**src/rtl/d__x_multi_test_x_pkg.sv**
```systemverilog
// Constants and helpers shared by the multi-lane D->X execute stand-in.
package D__XTestPkg;

    localparam int c_err_count_bits = 16;

    // A single-lane build still needs a one-bit lane index.
    function automatic int lane_idx_bits(input int num_lanes);
        return (num_lanes > 1) ? $clog2(num_lanes) : 1;
    endfunction

endpackage

```
**src/rtl/isa_pkg.sv**
```systemverilog
// Micro-op encoding shared by the decode stage and the execute-side stand-ins.
package ISA;

    typedef enum logic [3:0] {
        UOP_ADD = 4'd0,
        UOP_SUB = 4'd1,
        UOP_AND = 4'd2,
        UOP_OR  = 4'd3,
        UOP_XOR = 4'd4,
        UOP_SLL = 4'd5,
        UOP_SRL = 4'd6,
        UOP_SRA = 4'd7,
        UOP_SLT = 4'd8,
        UOP_BEQ = 4'd9,
        UOP_BNE = 4'd10,
        UOP_JAL = 4'd11
    } rv_uop;

endpackage

```
**src/rtl/d__x_test_lane.sv**
```systemverilog
// One D->X channel: expectation FIFO, inter-accept throttle, field comparator
// and the registered squash / branch-target response.
module d__x_test_lane
    import ISA::*;
#(
    parameter int p_addr_bits  = 32,
    parameter int p_data_bits  = 32,
    parameter int p_exp_depth  = 8,
    parameter int p_intv_delay = 0
) (
    input  logic                   clk,
    input  logic                   rst,
    input  logic                   push,
    input  logic [p_addr_bits-1:0] push_pc,
    input  logic [p_data_bits-1:0] push_op1,
    input  logic [p_data_bits-1:0] push_op2,
    input  rv_uop                  push_uop,
    input  logic                   push_squash,
    input  logic [p_addr_bits-1:0] push_target,
    output logic                   full,
    output logic                   empty,
    input  logic                   val,
    output logic                   rdy,
    input  logic [p_addr_bits-1:0] pc,
    input  logic [p_data_bits-1:0] op1,
    input  logic [p_data_bits-1:0] op2,
    input  rv_uop                  uop,
    output logic                   squash,
    output logic [p_addr_bits-1:0] branch_target,
    output logic                   mismatch
);

    localparam int c_ptr_bits = $clog2(p_exp_depth);
    localparam int c_dly_bits = (p_intv_delay > 0) ? $clog2(p_intv_delay + 1) : 1;
    localparam logic [c_ptr_bits:0]   c_ptr_one = 1;
    localparam logic [c_dly_bits-1:0] c_dly_one = 1;
    localparam logic [c_dly_bits-1:0] c_dly_init = c_dly_bits'(p_intv_delay);

    typedef struct packed {
        logic [p_addr_bits-1:0] pc;
        logic [p_data_bits-1:0] op1;
        logic [p_data_bits-1:0] op2;
        rv_uop                  uop;
        logic                   squash;
        logic [p_addr_bits-1:0] target;
    } entry_t;

    entry_t                mem [p_exp_depth];
    entry_t                head;
    logic [c_ptr_bits:0]   wr_ptr;
    logic [c_ptr_bits:0]   rd_ptr;
    logic [c_dly_bits-1:0] delay_cnt;
    logic                  accept;

    // Extra pointer bit distinguishes full from empty when the indices match.
    assign empty  = (wr_ptr == rd_ptr);
    assign full   = (wr_ptr[c_ptr_bits] != rd_ptr[c_ptr_bits]) &&
                    (wr_ptr[c_ptr_bits-1:0] == rd_ptr[c_ptr_bits-1:0]);
    assign head   = mem[rd_ptr[c_ptr_bits-1:0]];
    assign rdy    = !empty && (delay_cnt == '0);
    assign accept = val && rdy;

    assign mismatch = accept && ((pc  != head.pc)  || (op1 != head.op1) ||
                                 (op2 != head.op2) || (uop != head.uop));

    always_ff @(posedge clk) begin
        if (push) begin
            mem[wr_ptr[c_ptr_bits-1:0]] <= '{pc: push_pc, op1: push_op1, op2: push_op2,
                                             uop: push_uop, squash: push_squash,
                                             target: push_target};
        end
    end

    always_ff @(posedge clk or posedge rst) begin
        if (rst) begin
            wr_ptr        <= '0;
            rd_ptr        <= '0;
            delay_cnt     <= '0;
            squash        <= 1'b0;
            branch_target <= '0;
        end else begin
            if (push) begin
                wr_ptr <= wr_ptr + c_ptr_one;
            end
            if (accept) begin
                rd_ptr    <= rd_ptr + c_ptr_one;
                delay_cnt <= c_dly_init;
            end else if (delay_cnt != '0) begin
                delay_cnt <= delay_cnt - c_dly_one;
            end
            // Squash is a one-cycle pulse; the target is zero whenever it is low.
            squash        <= accept && head.squash;
            branch_target <= (accept && head.squash) ? head.target : '0;
        end
    end

endmodule

```
**src/rtl/d__x_multi_test_x.sv**
```systemverilog
// Multi-lane execute-side stand-in: routes expectation loads to per-lane
// checkers and accumulates their mismatches into sticky status.
module d__x_multi_test_x
    import ISA::*;
    import D__XTestPkg::*;
#(
    parameter int p_num_lanes  = 2,
    parameter int p_addr_bits  = 32,
    parameter int p_data_bits  = 32,
    parameter int p_exp_depth  = 8,
    parameter int p_intv_delay = 0
) (
    input  logic                                    clk,
    input  logic                                    rst,
    input  logic [p_num_lanes-1:0]                  dut_val,
    output logic [p_num_lanes-1:0]                  dut_rdy,
    input  logic [p_num_lanes-1:0][p_addr_bits-1:0] dut_pc,
    input  logic [p_num_lanes-1:0][p_data_bits-1:0] dut_op1,
    input  logic [p_num_lanes-1:0][p_data_bits-1:0] dut_op2,
    input  rv_uop [p_num_lanes-1:0]                 dut_uop,
    output logic [p_num_lanes-1:0]                  dut_squash,
    output logic [p_num_lanes-1:0][p_addr_bits-1:0] dut_branch_target,
    input  logic                                    exp_val,
    output logic                                    exp_rdy,
    input  logic [lane_idx_bits(p_num_lanes)-1:0]   exp_lane,
    input  logic [p_addr_bits-1:0]                  exp_pc,
    input  logic [p_data_bits-1:0]                  exp_op1,
    input  logic [p_data_bits-1:0]                  exp_op2,
    input  rv_uop                                   exp_uop,
    input  logic                                    exp_squash,
    input  logic [p_addr_bits-1:0]                  exp_target,
    output logic                                    done,
    output logic                                    err,
    output logic [lane_idx_bits(p_num_lanes)-1:0]   err_lane,
    output logic [c_err_count_bits-1:0]             err_count
);

    localparam int c_lane_bits = lane_idx_bits(p_num_lanes);
    localparam logic [c_err_count_bits:0] c_hit_one = 1;

    typedef struct packed {
        logic [p_addr_bits-1:0] pc;
        logic [p_data_bits-1:0] op1;
        logic [p_data_bits-1:0] op2;
        rv_uop                  uop;
        logic                   squash;
        logic [p_addr_bits-1:0] target;
    } exp_entry_t;

    exp_entry_t                  load_entry;
    logic [p_num_lanes-1:0]      push;
    logic [p_num_lanes-1:0]      full;
    logic [p_num_lanes-1:0]      empty;
    logic [p_num_lanes-1:0]      mismatch;
    logic [c_err_count_bits:0]   err_hits;
    logic [c_err_count_bits:0]   count_sum;
    logic [c_err_count_bits-1:0] count_next;
    logic [c_lane_bits-1:0]      first_lane;

    assign load_entry = '{pc: exp_pc, op1: exp_op1, op2: exp_op2, uop: exp_uop,
                          squash: exp_squash, target: exp_target};

    // Out-of-range lanes never match, so they leave exp_rdy low.
    always_comb begin
        exp_rdy = 1'b0;
        for (int i = 0; i < p_num_lanes; i++) begin
            if (exp_lane == c_lane_bits'(i)) begin
                exp_rdy = !full[i];
            end
        end
        if (rst) begin
            exp_rdy = 1'b0;
        end
    end

    always_comb begin
        push = '0;
        for (int i = 0; i < p_num_lanes; i++) begin
            push[i] = exp_val && exp_rdy && (exp_lane == c_lane_bits'(i));
        end
    end

    for (genvar g = 0; g < p_num_lanes; g++) begin : g_lane
        d__x_test_lane #(
            .p_addr_bits  (p_addr_bits),
            .p_data_bits  (p_data_bits),
            .p_exp_depth  (p_exp_depth),
            .p_intv_delay (p_intv_delay)
        ) u_lane (
            .clk           (clk),
            .rst           (rst),
            .push          (push[g]),
            .push_pc       (load_entry.pc),
            .push_op1      (load_entry.op1),
            .push_op2      (load_entry.op2),
            .push_uop      (load_entry.uop),
            .push_squash   (load_entry.squash),
            .push_target   (load_entry.target),
            .full          (full[g]),
            .empty         (empty[g]),
            .val           (dut_val[g]),
            .rdy           (dut_rdy[g]),
            .pc            (dut_pc[g]),
            .op1           (dut_op1[g]),
            .op2           (dut_op2[g]),
            .uop           (dut_uop[g]),
            .squash        (dut_squash[g]),
            .branch_target (dut_branch_target[g]),
            .mismatch      (mismatch[g])
        );
    end

    // Scanning downwards leaves first_lane at the lowest mismatching lane.
    always_comb begin
        err_hits   = '0;
        first_lane = '0;
        for (int i = p_num_lanes - 1; i >= 0; i--) begin
            if (mismatch[i]) begin
                err_hits   = err_hits + c_hit_one;
                first_lane = c_lane_bits'(i);
            end
        end
        count_sum  = {1'b0, err_count} + err_hits;
        count_next = count_sum[c_err_count_bits] ? '1 : count_sum[c_err_count_bits-1:0];
    end

    always_ff @(posedge clk or posedge rst) begin
        if (rst) begin
            err       <= 1'b0;
            err_lane  <= '0;
            err_count <= '0;
        end else if (|mismatch) begin
            err       <= 1'b1;
            err_count <= count_next;
            if (!err) begin
                err_lane <= first_lane;
            end
        end
    end

    assign done = (&empty) && !(|dut_squash);

endmodule

```
**config.mk**
```make
export PLATFORM = sky130hd
export DESIGN_NAME = d__x_multi_test_x
export DESIGN_NICKNAME = d
export VERILOG_FILES = /design/src/rtl/d__x_multi_test_x_pkg.sv /design/src/rtl/isa_pkg.sv /design/src/rtl/d__x_test_lane.sv /design/src/rtl/d__x_multi_test_x.sv
export SDC_FILE = /design/constraint.sdc
export NUM_CORES = 2
export LEC_CHECK = 0
export BUFFER_PORTS_ARGS = -buffer_cell sky130_fd_sc_hd__buf_2
export CORE_MARGIN = 2
export CORE_UTILIZATION = 43
export DETAILED_ROUTE_END_ITERATION = 6
export PLACE_DENSITY = 0.62
export SLEW_MARGIN = 30
export SYNTH_ARGS = -nofsm -noshare
export SYNTH_HDL_FRONTEND = slang
export SYNTH_SLANG_ARGS = --single-unit
export TNS_END_PERCENT = 50
```
**constraint.sdc**
```tcl
create_clock -name clk -period 37.7 [get_ports clk]
set_clock_uncertainty 0.1 [all_clocks]
set_input_delay 1.885 -clock clk [delete_from_list [all_inputs] [get_ports clk]]
set_output_delay 1.885 -clock clk [all_outputs]
set_load 0.01 [all_outputs]
```
==> flow_metrics.env <==
export IMPL_status="complete, no violations"
export IMPL_dpl_hpwl_um=134000
export IMPL_die_height_um=451
export IMPL_coreArea_mm2=0.199
export IMPL_gp_congestion=0.798
export IMPL_num_nets_final=4915
export IMPL_end_kind="register"
export IMPL_cp_arrival_ns=8.90
export IMPL_cts_inserted_buffers=223
export IMPL_startpoint="g_lane[0].u_lane.rd_ptr[2]$_DFFE_PP0P_"
export IMPL_io_pins=427
export IMPL_reg2reg_to="err_count[4]$_DFFE_PP0N_"
export IMPL_fillCellCount=15904
export IMPL_hold_end="g_lane[1].u_lane.wr_ptr[3]$_DFFE_PP0P_"
export IMPL_clkPwrFrac=0.308
export IMPL_ys_ff_latch=2228
export IMPL_ir_worst_vdd_uv=60.1
export IMPL_yosysTopAreaCell="edfxtp_1"
export IMPL_fmax_ghz=0.122
export IMPL_drtPass1Iterations=5
export IMPL_drt_iter0_drc=4311
export IMPL_ys_flop_type="edfxtp_1"
export IMPL_setup_tns_ns=0
export IMPL_placed_cell_area_mm2=0.0914
export IMPL_max_slew_margin=0.280
export IMPL_final_layout_size_suffix_gt1_frac=0.261
export IMPL_port_buffers=426
export IMPL_fin_crit_ns=8.22
export IMPL_post_cts_buffers=0
export IMPL_synth_common_cells="edfxtp_1, mux2i_1, mux4_2"
export IMPL_cts_clk_slew_worst_paths_ns=0.06
export IMPL_start_util=0.431
export IMPL_drc=0
export IMPL_worst_slew_pin_slew_ns=1.08
export IMPL_syn_area_mm2=0.0859
export IMPL_path_class="register to register"
export IMPL_rsz0062_at_grt="false"
export IMPL_post_place_ws_ns=29.46
export IMPL_r2r_cells=19
export IMPL_synth_warnings=0
export IMPL_antenna_found_initial=65
export IMPL_hold_start="g_lane[1].u_lane.wr_ptr[3]$_DFFE_PP0P_"
export IMPL_drt_total_wl_um=224000
export IMPL_ant_nets=0
export IMPL_via_per_inst=5.63
export IMPL_clk_latency_ns=0.87
export IMPL_cts_buffer_depth=3
export IMPL_grt_usage=0.218
export IMPL_grt_pass1_wl_um=315000
export IMPL_postLayoutCellArea_mm2=0.0986
export IMPL_fin_util=0.495
export IMPL_setup_viol=0
export IMPL_crit_path_max_fanout=38
export IMPL_p_int_mw=4.90
export IMPL_power_share_combinational=0.271
export IMPL_cts_resized=0
export IMPL_clock_sinks=2228
export IMPL_placedCellCount=6994
export IMPL_required_ns=38.38
export IMPL_yosysSeqAreaShare=0.773
export IMPL_synth_edf_count=2128
export IMPL_syn_num_nets=4368
export IMPL_p_leak_nw=32.6
export IMPL_min_period_over_period=0.218
export IMPL_htree_levels=4
export IMPL_reg2reg_from="g_lane[0].u_lane.rd_ptr[2]$_DFFE_PP0P_"
export IMPL_cts_tree="yes"
export IMPL_ys_async_sr_fraction=0.0449
export IMPL_die_area_mm2=0.203
export IMPL_final_instance_count_excl_fill=7407
export IMPL_wl_per_cell_um=30.2
export IMPL_hold_viol_final=0
export IMPL_syn2layout_area_growth_pct=14.7
export IMPL_switchingPower_mw=2.07
export IMPL_p_total_mw=6.97
export IMPL_placementRows=164
export IMPL_drv_cap=0
export IMPL_sequentialPowerShare=0.421
export IMPL_hold_depth=1
export IMPL_synth_area_leaders="edfxtp_1, mux4_2, mux2i_1"
export IMPL_gr_total_overflow=0
export IMPL_die_width_um=451
export IMPL_worst_hold_slack_ns=0.398
export IMPL_syn_area_per_cell_um2=21.4
export IMPL_worst_setup_path_start_kind="register"
export IMPL_synth_most_common_cell="edfxtp_1"
export IMPL_slew_viol_final=0
export IMPL_grt_start_max_net_pins=109
export IMPL_first_global_vias=41590
export IMPL_vias=41714
export IMPL_p_per_area_mw_per_mm2=70.7
export IMPL_fin_ws_ns=29.48
export IMPL_cts_root_buf="clkbuf_16"
export IMPL_min_path_type="register to register"
export IMPL_yosysTopAreaCellShare=0.743
export IMPL_synth_cells=4019
export IMPL_synth_distinct_cells=47
export IMPL_r2r_slack_ns=29.48
export IMPL_swShare=0.297
export IMPL_hold_buffers=0
[registers in the layout, summed over array words and instances (netlist names)]
register,flops
g_lane.u_lane.branch_target,64
err,1
g_lane.u_lane.wr_ptr,8
err_lane,1
g_lane.u_lane.squash,2
g_lane.u_lane.mem,2128
err_count,16
g_lane.u_lane.rd_ptr,8
[final cells by class]
cell class,instances,area [um^2],area share
Antenna cell,12,30.0,0.000305
Clock buffer,281,5900,0.0599
Clock inverter,117,1140,0.0115
Inverter,11,45.0,0.000457
Multi-Input combinational cell,1584,18600,0.189
Sequential cell,2228,66400,0.674
Tap cell,2656,3320,0.0337
Timing Repair Buffer,518,3080,0.0312
[cell families after synthesis]
| logic type | after synthesis | share of synthesized area |
|---|---|---|
| xor+xnor | 230 | 0.0234 |
| simple gates | 389 | 0.0244 |
| mux | 802 | 0.150 |
| compound gates | 153 | 0.0153 |
| fa+ha+maj | 10 | 0.00154 |
| flops | 2228 | 0.773 |
| buf+inv | 207 | 0.0124 |
[critical path: stages, from the launching register on]
cell and delay [ns]:
dfrtp_4 0.64, buf_4 0.39, nor2_4 0.43, buf_4 0.67
buf_4 0.52, a221oi_1 0.16, xnor2_1 0.70, nand4_1 0.47
nor4_1 0.91, nand3_1 0.47, o21ai_1 0.36, ha_1 0.28
inv_1 0.10, ha_1 0.19, inv_1 0.06, fa_1 0.42
nor2b_1 0.22, nand4_1 0.23, or3_1 0.57, nand2_1 0.15
[routing by layer]
layer,vias to the layer above,track usage,routed length (um)
met4,10,0.0692,6690
met2,1332,0.366,113000
met3,356,0.0328,12200
met1,22407,0.295,91800
li1,17609,-,-
met5,-,0,63
[worst max path at each step]
stage                                                 to  slack [ns]  cells after the start
floorplan           g_lane[1].u_lane.mem[0][0]$_DFFE_PP_       23.11                      5
global placement                err_count[4]$_DFFE_PP0N_       29.31                     19
detailed placement              err_count[4]$_DFFE_PP0N_       29.46                     19
CTS                             err_count[4]$_DFFE_PP0N_       29.43                     19
global route                    err_count[4]$_DFFE_PP0N_       29.10                     20
finish                          err_count[4]$_DFFE_PP0N_       29.48                     19
[placed cells by master (no fill, tap or decap), drive strengths merged, types with 2 or more instances in the layout]
cell	synthesis	final
a221oi	144	144
and2	2	2
buf	136	518
bufinv	0	19
clkbuf	60	281
clkinv	1	84
clkinvlp	0	5
dfrtp	100	100
diode	0	12
edfxtp	2128	2128
ha	9	9
inv	10	20
mux2	3	3
mux2i	411	411
mux4	388	388
nand2	50	50
nand2b	6	6
nand3	13	13
nand3b	2	2
nand4	48	48
nor2	88	88
nor2b	146	146
nor3	9	9
nor3b	4	4
nor4	15	15
o21a	3	3
o21ai	3	3
xnor2	182	182
xor2	48	48
[power groups by stage]
| stage | combinational, mW | sequential (mW) | clock [mW] |
|---|---|---|---|
| after detailed placement | 1.91 | 2.99 | 0 |
| after global placement | 1.90 | 2.99 | 0 |
| after CTS | 1.92 | 2.94 | 2.19 |
| final | 1.89 | 2.94 | 2.15 |
| after global routing | 2.01 | 2.95 | 2.28 |
| after floorplan | 1.35 | 2.97 | 0 |
Power figures use the tool's default switching activity.
